==> src/rtl/pipe_hazard_ctrl_if.sv <==
// S1 instruction, configuration and hazard-control signals shared between the
// decode stage (master) and the hazard controller (slave).
interface pipe_hazard_ctrl_if;
  logic        s1_valid;
  logic [4:0]  s1_rs;
  logic [4:0]  s1_rt;
  logic        s1_uses_rt;
  logic        s1_we;
  logic [4:0]  s1_ws;
  logic        cfg_wr;
  logic        cfg_fwd;
  logic        stall;
  logic        bubble;
  logic [1:0]  fwd_a;
  logic [1:0]  fwd_b;
  logic [15:0] retire_cnt;
  logic [15:0] stall_cnt;

  modport master (
    output s1_valid, s1_rs, s1_rt, s1_uses_rt, s1_we, s1_ws, cfg_wr, cfg_fwd,
    input  stall, bubble, fwd_a, fwd_b, retire_cnt, stall_cnt
  );

  modport slave (
    input  s1_valid, s1_rs, s1_rt, s1_uses_rt, s1_we, s1_ws, cfg_wr, cfg_fwd,
    output stall, bubble, fwd_a, fwd_b, retire_cnt, stall_cnt
  );
endinterface

==> src/rtl/pipe_hazard_ctrl.sv <==
// Data-hazard controller for a 3-stage pipeline: tracks the writers in S2/S3 and
// either forwards their results to S1 or stalls S1 until the hazard drains.
module pipe_hazard_ctrl #(
  parameter bit FWD_DEFAULT = 1'b1
) (
  input logic              clk,
  input logic              rst,
  pipe_hazard_ctrl_if.slave bus
);

  typedef struct packed {
    logic       valid;
    logic       we;
    logic [4:0] ws;
  } trk_t;

  trk_t        t2_reg, t3_reg, t2_next;
  trk_t        trk [2];
  logic        fwd_en_reg;
  logic [15:0] retire_cnt_reg, stall_cnt_reg;

  logic [1:0]  live, hit_a, hit_b;
  logic        stall_int;
  logic [1:0]  fwd_a_int, fwd_b_int;

  // Entry 0 is the youngest (S2) so it wins the forwarding priority below.
  assign trk[0] = t2_reg;
  assign trk[1] = t3_reg;

  // Hits are masked during reset so S1 never sees stale tracker contents.
  generate
    for (genvar gi = 0; gi < 2; gi++) begin : g_trk
      assign live[gi]  = trk[gi].valid & trk[gi].we & (trk[gi].ws != 5'd0);
      assign hit_a[gi] = live[gi] & bus.s1_valid & ~rst & (trk[gi].ws == bus.s1_rs);
      assign hit_b[gi] = live[gi] & bus.s1_valid & ~rst & bus.s1_uses_rt
                         & (trk[gi].ws == bus.s1_rt);
    end
  endgenerate

  function automatic logic [1:0] fwd_sel(input logic [1:0] hits);
    if (hits[0])      return 2'b01;
    else if (hits[1]) return 2'b10;
    else              return 2'b00;
  endfunction

  function automatic logic [15:0] sat_inc(input logic [15:0] v);
    return (v == 16'hFFFF) ? v : v + 16'd1;
  endfunction

  always_comb begin
    stall_int = 1'b0;
    fwd_a_int = 2'b00;
    fwd_b_int = 2'b00;
    if (fwd_en_reg) begin
      fwd_a_int = fwd_sel(hit_a);
      fwd_b_int = fwd_sel(hit_b);
    end else begin
      stall_int = (|hit_a) | (|hit_b);
    end
  end

  // A stalled S1 instruction is replaced by a bubble entering S2.
  always_comb begin
    t2_next       = '0;
    t2_next.valid = bus.s1_valid & ~stall_int;
    t2_next.we    = bus.s1_we;
    t2_next.ws    = bus.s1_ws;
  end

  always_ff @(posedge clk) begin
    if (rst) begin
      t2_reg         <= '0;
      t3_reg         <= '0;
      fwd_en_reg     <= FWD_DEFAULT;
      retire_cnt_reg <= 16'd0;
      stall_cnt_reg  <= 16'd0;
    end else begin
      t3_reg <= t2_reg;
      t2_reg <= t2_next;
      if (bus.cfg_wr)
        fwd_en_reg <= bus.cfg_fwd;
      if (t3_reg.valid)
        retire_cnt_reg <= sat_inc(retire_cnt_reg);
      if (stall_int)
        stall_cnt_reg <= sat_inc(stall_cnt_reg);
    end
  end

  assign bus.stall      = stall_int;
  assign bus.bubble     = stall_int;
  assign bus.fwd_a      = fwd_a_int;
  assign bus.fwd_b      = fwd_b_int;
  assign bus.retire_cnt = retire_cnt_reg;
  assign bus.stall_cnt  = stall_cnt_reg;

endmodule

==> src/flat_wrapper.sv <==
// flat-port wrapper written by rule: the top's interface ports become plain ports
module pipe_hazard_ctrl_flat 
#(
  parameter bit FWD_DEFAULT = 1'b1
)
  (clk, rst, bus_s1_valid, bus_s1_rs, bus_s1_rt, bus_s1_uses_rt, bus_s1_we, bus_s1_ws, bus_cfg_wr, bus_cfg_fwd, bus_stall, bus_bubble, bus_fwd_a, bus_fwd_b, bus_retire_cnt, bus_stall_cnt);
  pipe_hazard_ctrl_if bus_i ();
  input logic clk;
  input logic rst;
  input wire logic [$bits(bus_i.s1_valid)-1:0] bus_s1_valid;
  input wire logic [$bits(bus_i.s1_rs)-1:0] bus_s1_rs;
  input wire logic [$bits(bus_i.s1_rt)-1:0] bus_s1_rt;
  input wire logic [$bits(bus_i.s1_uses_rt)-1:0] bus_s1_uses_rt;
  input wire logic [$bits(bus_i.s1_we)-1:0] bus_s1_we;
  input wire logic [$bits(bus_i.s1_ws)-1:0] bus_s1_ws;
  input wire logic [$bits(bus_i.cfg_wr)-1:0] bus_cfg_wr;
  input wire logic [$bits(bus_i.cfg_fwd)-1:0] bus_cfg_fwd;
  output wire logic [$bits(bus_i.stall)-1:0] bus_stall;
  output wire logic [$bits(bus_i.bubble)-1:0] bus_bubble;
  output wire logic [$bits(bus_i.fwd_a)-1:0] bus_fwd_a;
  output wire logic [$bits(bus_i.fwd_b)-1:0] bus_fwd_b;
  output wire logic [$bits(bus_i.retire_cnt)-1:0] bus_retire_cnt;
  output wire logic [$bits(bus_i.stall_cnt)-1:0] bus_stall_cnt;
  assign bus_i.s1_valid = bus_s1_valid;
  assign bus_i.s1_rs = bus_s1_rs;
  assign bus_i.s1_rt = bus_s1_rt;
  assign bus_i.s1_uses_rt = bus_s1_uses_rt;
  assign bus_i.s1_we = bus_s1_we;
  assign bus_i.s1_ws = bus_s1_ws;
  assign bus_i.cfg_wr = bus_cfg_wr;
  assign bus_i.cfg_fwd = bus_cfg_fwd;
  assign bus_stall = bus_i.stall;
  assign bus_bubble = bus_i.bubble;
  assign bus_fwd_a = bus_i.fwd_a;
  assign bus_fwd_b = bus_i.fwd_b;
  assign bus_retire_cnt = bus_i.retire_cnt;
  assign bus_stall_cnt = bus_i.stall_cnt;
  pipe_hazard_ctrl #(.FWD_DEFAULT(FWD_DEFAULT)) u_core (.clk(clk), .rst(rst), .bus(bus_i));
endmodule
==> config.mk <==
export PLATFORM = sky130hd
export DESIGN_NAME = pipe_hazard_ctrl_flat
export DESIGN_NICKNAME = d
export VERILOG_FILES = /design/src/rtl/pipe_hazard_ctrl_if.sv /design/src/rtl/pipe_hazard_ctrl.sv /design/src/flat_wrapper.sv
export SDC_FILE = /design/constraint.sdc
export NUM_CORES = 1
export LEC_CHECK = 0
export CAP_MARGIN = 20
export CORE_MARGIN = 1.5
export CORE_UTILIZATION = 55
export CTS_BUF_LIST = sky130_fd_sc_hd__clkbuf_8
export DETAILED_ROUTE_END_ITERATION = 10
export GPL_TIMING_DRIVEN = 1
export PLACE_DENSITY_LB_ADDON = 0.15
export SYNTH_ARGS = -nofsm -noshare
export SYNTH_HDL_FRONTEND = slang
export SYNTH_SLANG_ARGS = --single-unit
==> constraint.sdc <==
create_clock -name clk -period 3.9 [get_ports clk]
set_input_delay 0.78 -clock clk [delete_from_list [all_inputs] [get_ports clk]]
set_output_delay 0.78 -clock clk [all_outputs]
set_load 0.03 [all_outputs]
==> metrics.md <==
| Metric | Value |
|---|---|
| Path type of the worst setup path | in -> out |
| Max FO, Critical Path | 5 |
| CP Data Arrival Time | 2950 ps |
| Routed wire length | around 5.8 mm |
| DRC errors left | 0 |
| Largest net degree at the start of global routing | 36 |
| Register-to-Register Path Depth | 8 |
| Worst hold path type | reg -> reg |
| H-tree depth | 2 |
| Final Max Tran Viols | 0 |
| Ys Warns | 0 |
| Multi-input gate area | 0.00139 mm^2 |
| RePlAce Congestion | 0.891 |
| Post-synthesis xor/xnor area fraction | a little over a tenth |
| GRT Total Usage | 24.5% |
| Register area | 941 um^2 |
| Ant diodes | 0 |
| Initial Util | about three fifths |
| FF-to-FF End | u_core.bus.stall_cnt[9] |
| EDFF count, synth | 0 |
| Final setup fails | 0 |
| HPWL after DPL | 4.26 mm |
| Share of cells above drive strength 1 | 9.23% |
| Clock transition at the registers of the reported paths | 90 ps |
| Seq/Total Area, Yosys | 39.3% |
| Vias in the first global route | 2,148 |
| Setup Skew | 12.2 ps |
| Final Power | 957 uW |
| Largest area contributor in the netlist | dfxtp_1 |
| Fmax | 268 MHz |
| R2R Setup Slk | 1350 ps |
| Unrepaired setup endpoints after global routing | no |
| Pre-Repair DR Iteration Count | 4 |
| Status | finished clean |
| Critical Path Source | rst |
| Reg2reg start | u_core.t3_reg[0] |
| Port-buffer cells | 59 |
| Synthesized area per cell | 8.91 um^2 |
| Compound-Gate Fraction of Synth Area | between 10% and 20% |
| Fillers | 307 |
| Die area | between 0.004 and 0.005 mm^2 |
| Synthesized cell area | 0.00240 mm^2 |
| Nets | ~360 |
| Via density | 5.76 |
| FP Rows | 23 |
| Mapped Nets | 293 |
| Total CTS buffers | 5 |
| Chip height | 69.0 um |
| Core area | 0.00409 mm^2 |
| Crit path time final | 3730 ps |
| Clock sinks | 47 |
| Area growth from synthesis to layout | 33.1% |
| Max IR drop VDD | 0.211 mV |
| Most common cell in the netlist | dfxtp_1 |
| Unique masters post-synth | 43 |
| Worst setup SP type | primary input |
| Initial antenna violation count | 0 |
| Power density over the cells | 300 mW/mm^2 |
| Finished layout cell area | 0.00319 mm^2 |
| CTS Root Cell | clkbuf_8 |
| Gr ovfl total | 0 |
| DR WL/cell | 15.0 um |
| Post-synth top flop | dfxtp_1 |
| Final Hold Viols | 0 |
| Rel. slew slack | roughly three fifths |
| Postcts setup bufs | 0 |
| Worst skew pair latency | roughly 300 ps |
| Leak Pwr | about 1.1 nW |
| CTS tree | yes |
| Post-synth top cells | dfxtp_1 (47), nor2_1 (23), xnor2_1 (20) |
| CTS Buffer Depth | 2 |
| Synth Area in Simple Gates | 32.1% |
| Worst slew pin tran | 584 ps |
| Post-synth top area share | 39.3% |
| Synth area leaders | dfxtp_1 (39%), xnor2_1 (7.3%), nor2b_1 (4.7%), nand4_1 (3.9%), nor2_1 (3.6%) |
| Post-Place Cell Area | 0.00306 mm^2 |
| Worst setup path end | bus_bubble |
| Post-synthesis register bit count | 47 |
| Via Count | 2,224 |
| Post-CTS Resized | 0 |
| Endpoint type of the worst setup path | output port |
| Largest family of logic cells by synthesized area | simple AND/OR/NAND/NOR gates |
| Setup_tns | 0 ps |
| Asr flop ratio synth | 0% |
| First-pass GRT wire length | roughly 9.6 mm |
| Worst EP required | 3120 ps |
| Post-CTS Hold Buffers | 0 |
| Mux share of post-synthesis cell area | 3.66% |
| Adder-cell share of the synthesized area | under 10% |
| First DRT Iteration DRCs | 108 |
| Post-DRT Antenna Nets | 0 |
| Gate Count Post-Synth | about 270 |
| MaxCap Viol Count | 0 |
| Horiz. Die Dim | 69.0 um |
| Final worst path period share | 95.8% |
| Ports | 60 |
cells by family after synthesis:
| family | Yosys count |
|---|---|
| xor+xnor | 29 |
| compound gates | 35 |
| buf+inv | 16 |
| mux | 8 |
| flops | 47 |
| simple gates | 132 |
| fa+ha+maj | 2 |
layout by cell type, fill, tap and decap left out, types with 11 or more instances in the layout:
cell / instances
buf_4: 12
nand2_1: 17
dfxtp_1: 47
nor2_1: 23
nand3_1: 14
nor2b_1: 18
a21oi_1: 11
xnor2_1: 20
clkdlybuf4s50_1: 55
nand4_1: 15
where the power goes:
group          total [mW]  internal [mW]  switching [mW]
clock network       0.379          0.211           0.168
logic              0.0788         0.0434          0.0354
registers           0.499          0.488          0.0111
layout make-up:
cell class / count / area share, %
Multi-Input combinational cell: 206 / 43.7
Sequential cell: 47 / 29.5
Timing Repair Buffer: 67 / 20.1
Clock buffer: 6 / 2.59
Tap cell: 50 / 1.96
Clock inverter: 2 / 1.22
Inverter: 8 / 0.942
metrics by stage:
step,worst slack [ps],hold slack [ps],instances,utilization [%]
after CTS,97.6,499,386,77.8
after floorplan,706,430,269,-
after global routing,56.0,516,386,78.0
after detailed placement,140,473,378,74.8
after global placement,168,466,378,74.8
final,166,500,386,78.0
critical path, cell delays in order:
cell and delay [ps]:
clkdlybuf4s50_1 550, and4b_1 210, o21ai_1 160, nor3_1 110, buf_4 170, o41ai_4 270
inv_1 100, clkdlybuf4s50_1 600
layer usage:
layer | vias up | routed length, um | GRT usage (%)
li1 | 1097 | - | -
met1 | 1047 | 2560 | 30.5
met2 | 71 | 2880 | 42.7
met3 | 9 | 272 | 4.82
met4 | 0 | 72 | 7.63
met5 | - | 0 | 0
worst min-delay path by stage:
stage                                   to  slack [ps]        startpoint  cells past startpoint
after floorplan           u_core.t3_reg[5]         430  u_core.t2_reg[5]                      1
after global placement    u_core.t3_reg[5]         470  u_core.t2_reg[5]                      1
after detailed placement  u_core.t3_reg[5]         470  u_core.t2_reg[5]                      1
after CTS                 u_core.t3_reg[5]         500  u_core.t2_reg[5]                      1
after global routing      u_core.t3_reg[5]         520  u_core.t2_reg[5]                      1
final                     u_core.t3_reg[5]         500  u_core.t2_reg[5]                      1
No activity file was read; power rests on OpenSTA's default activity.
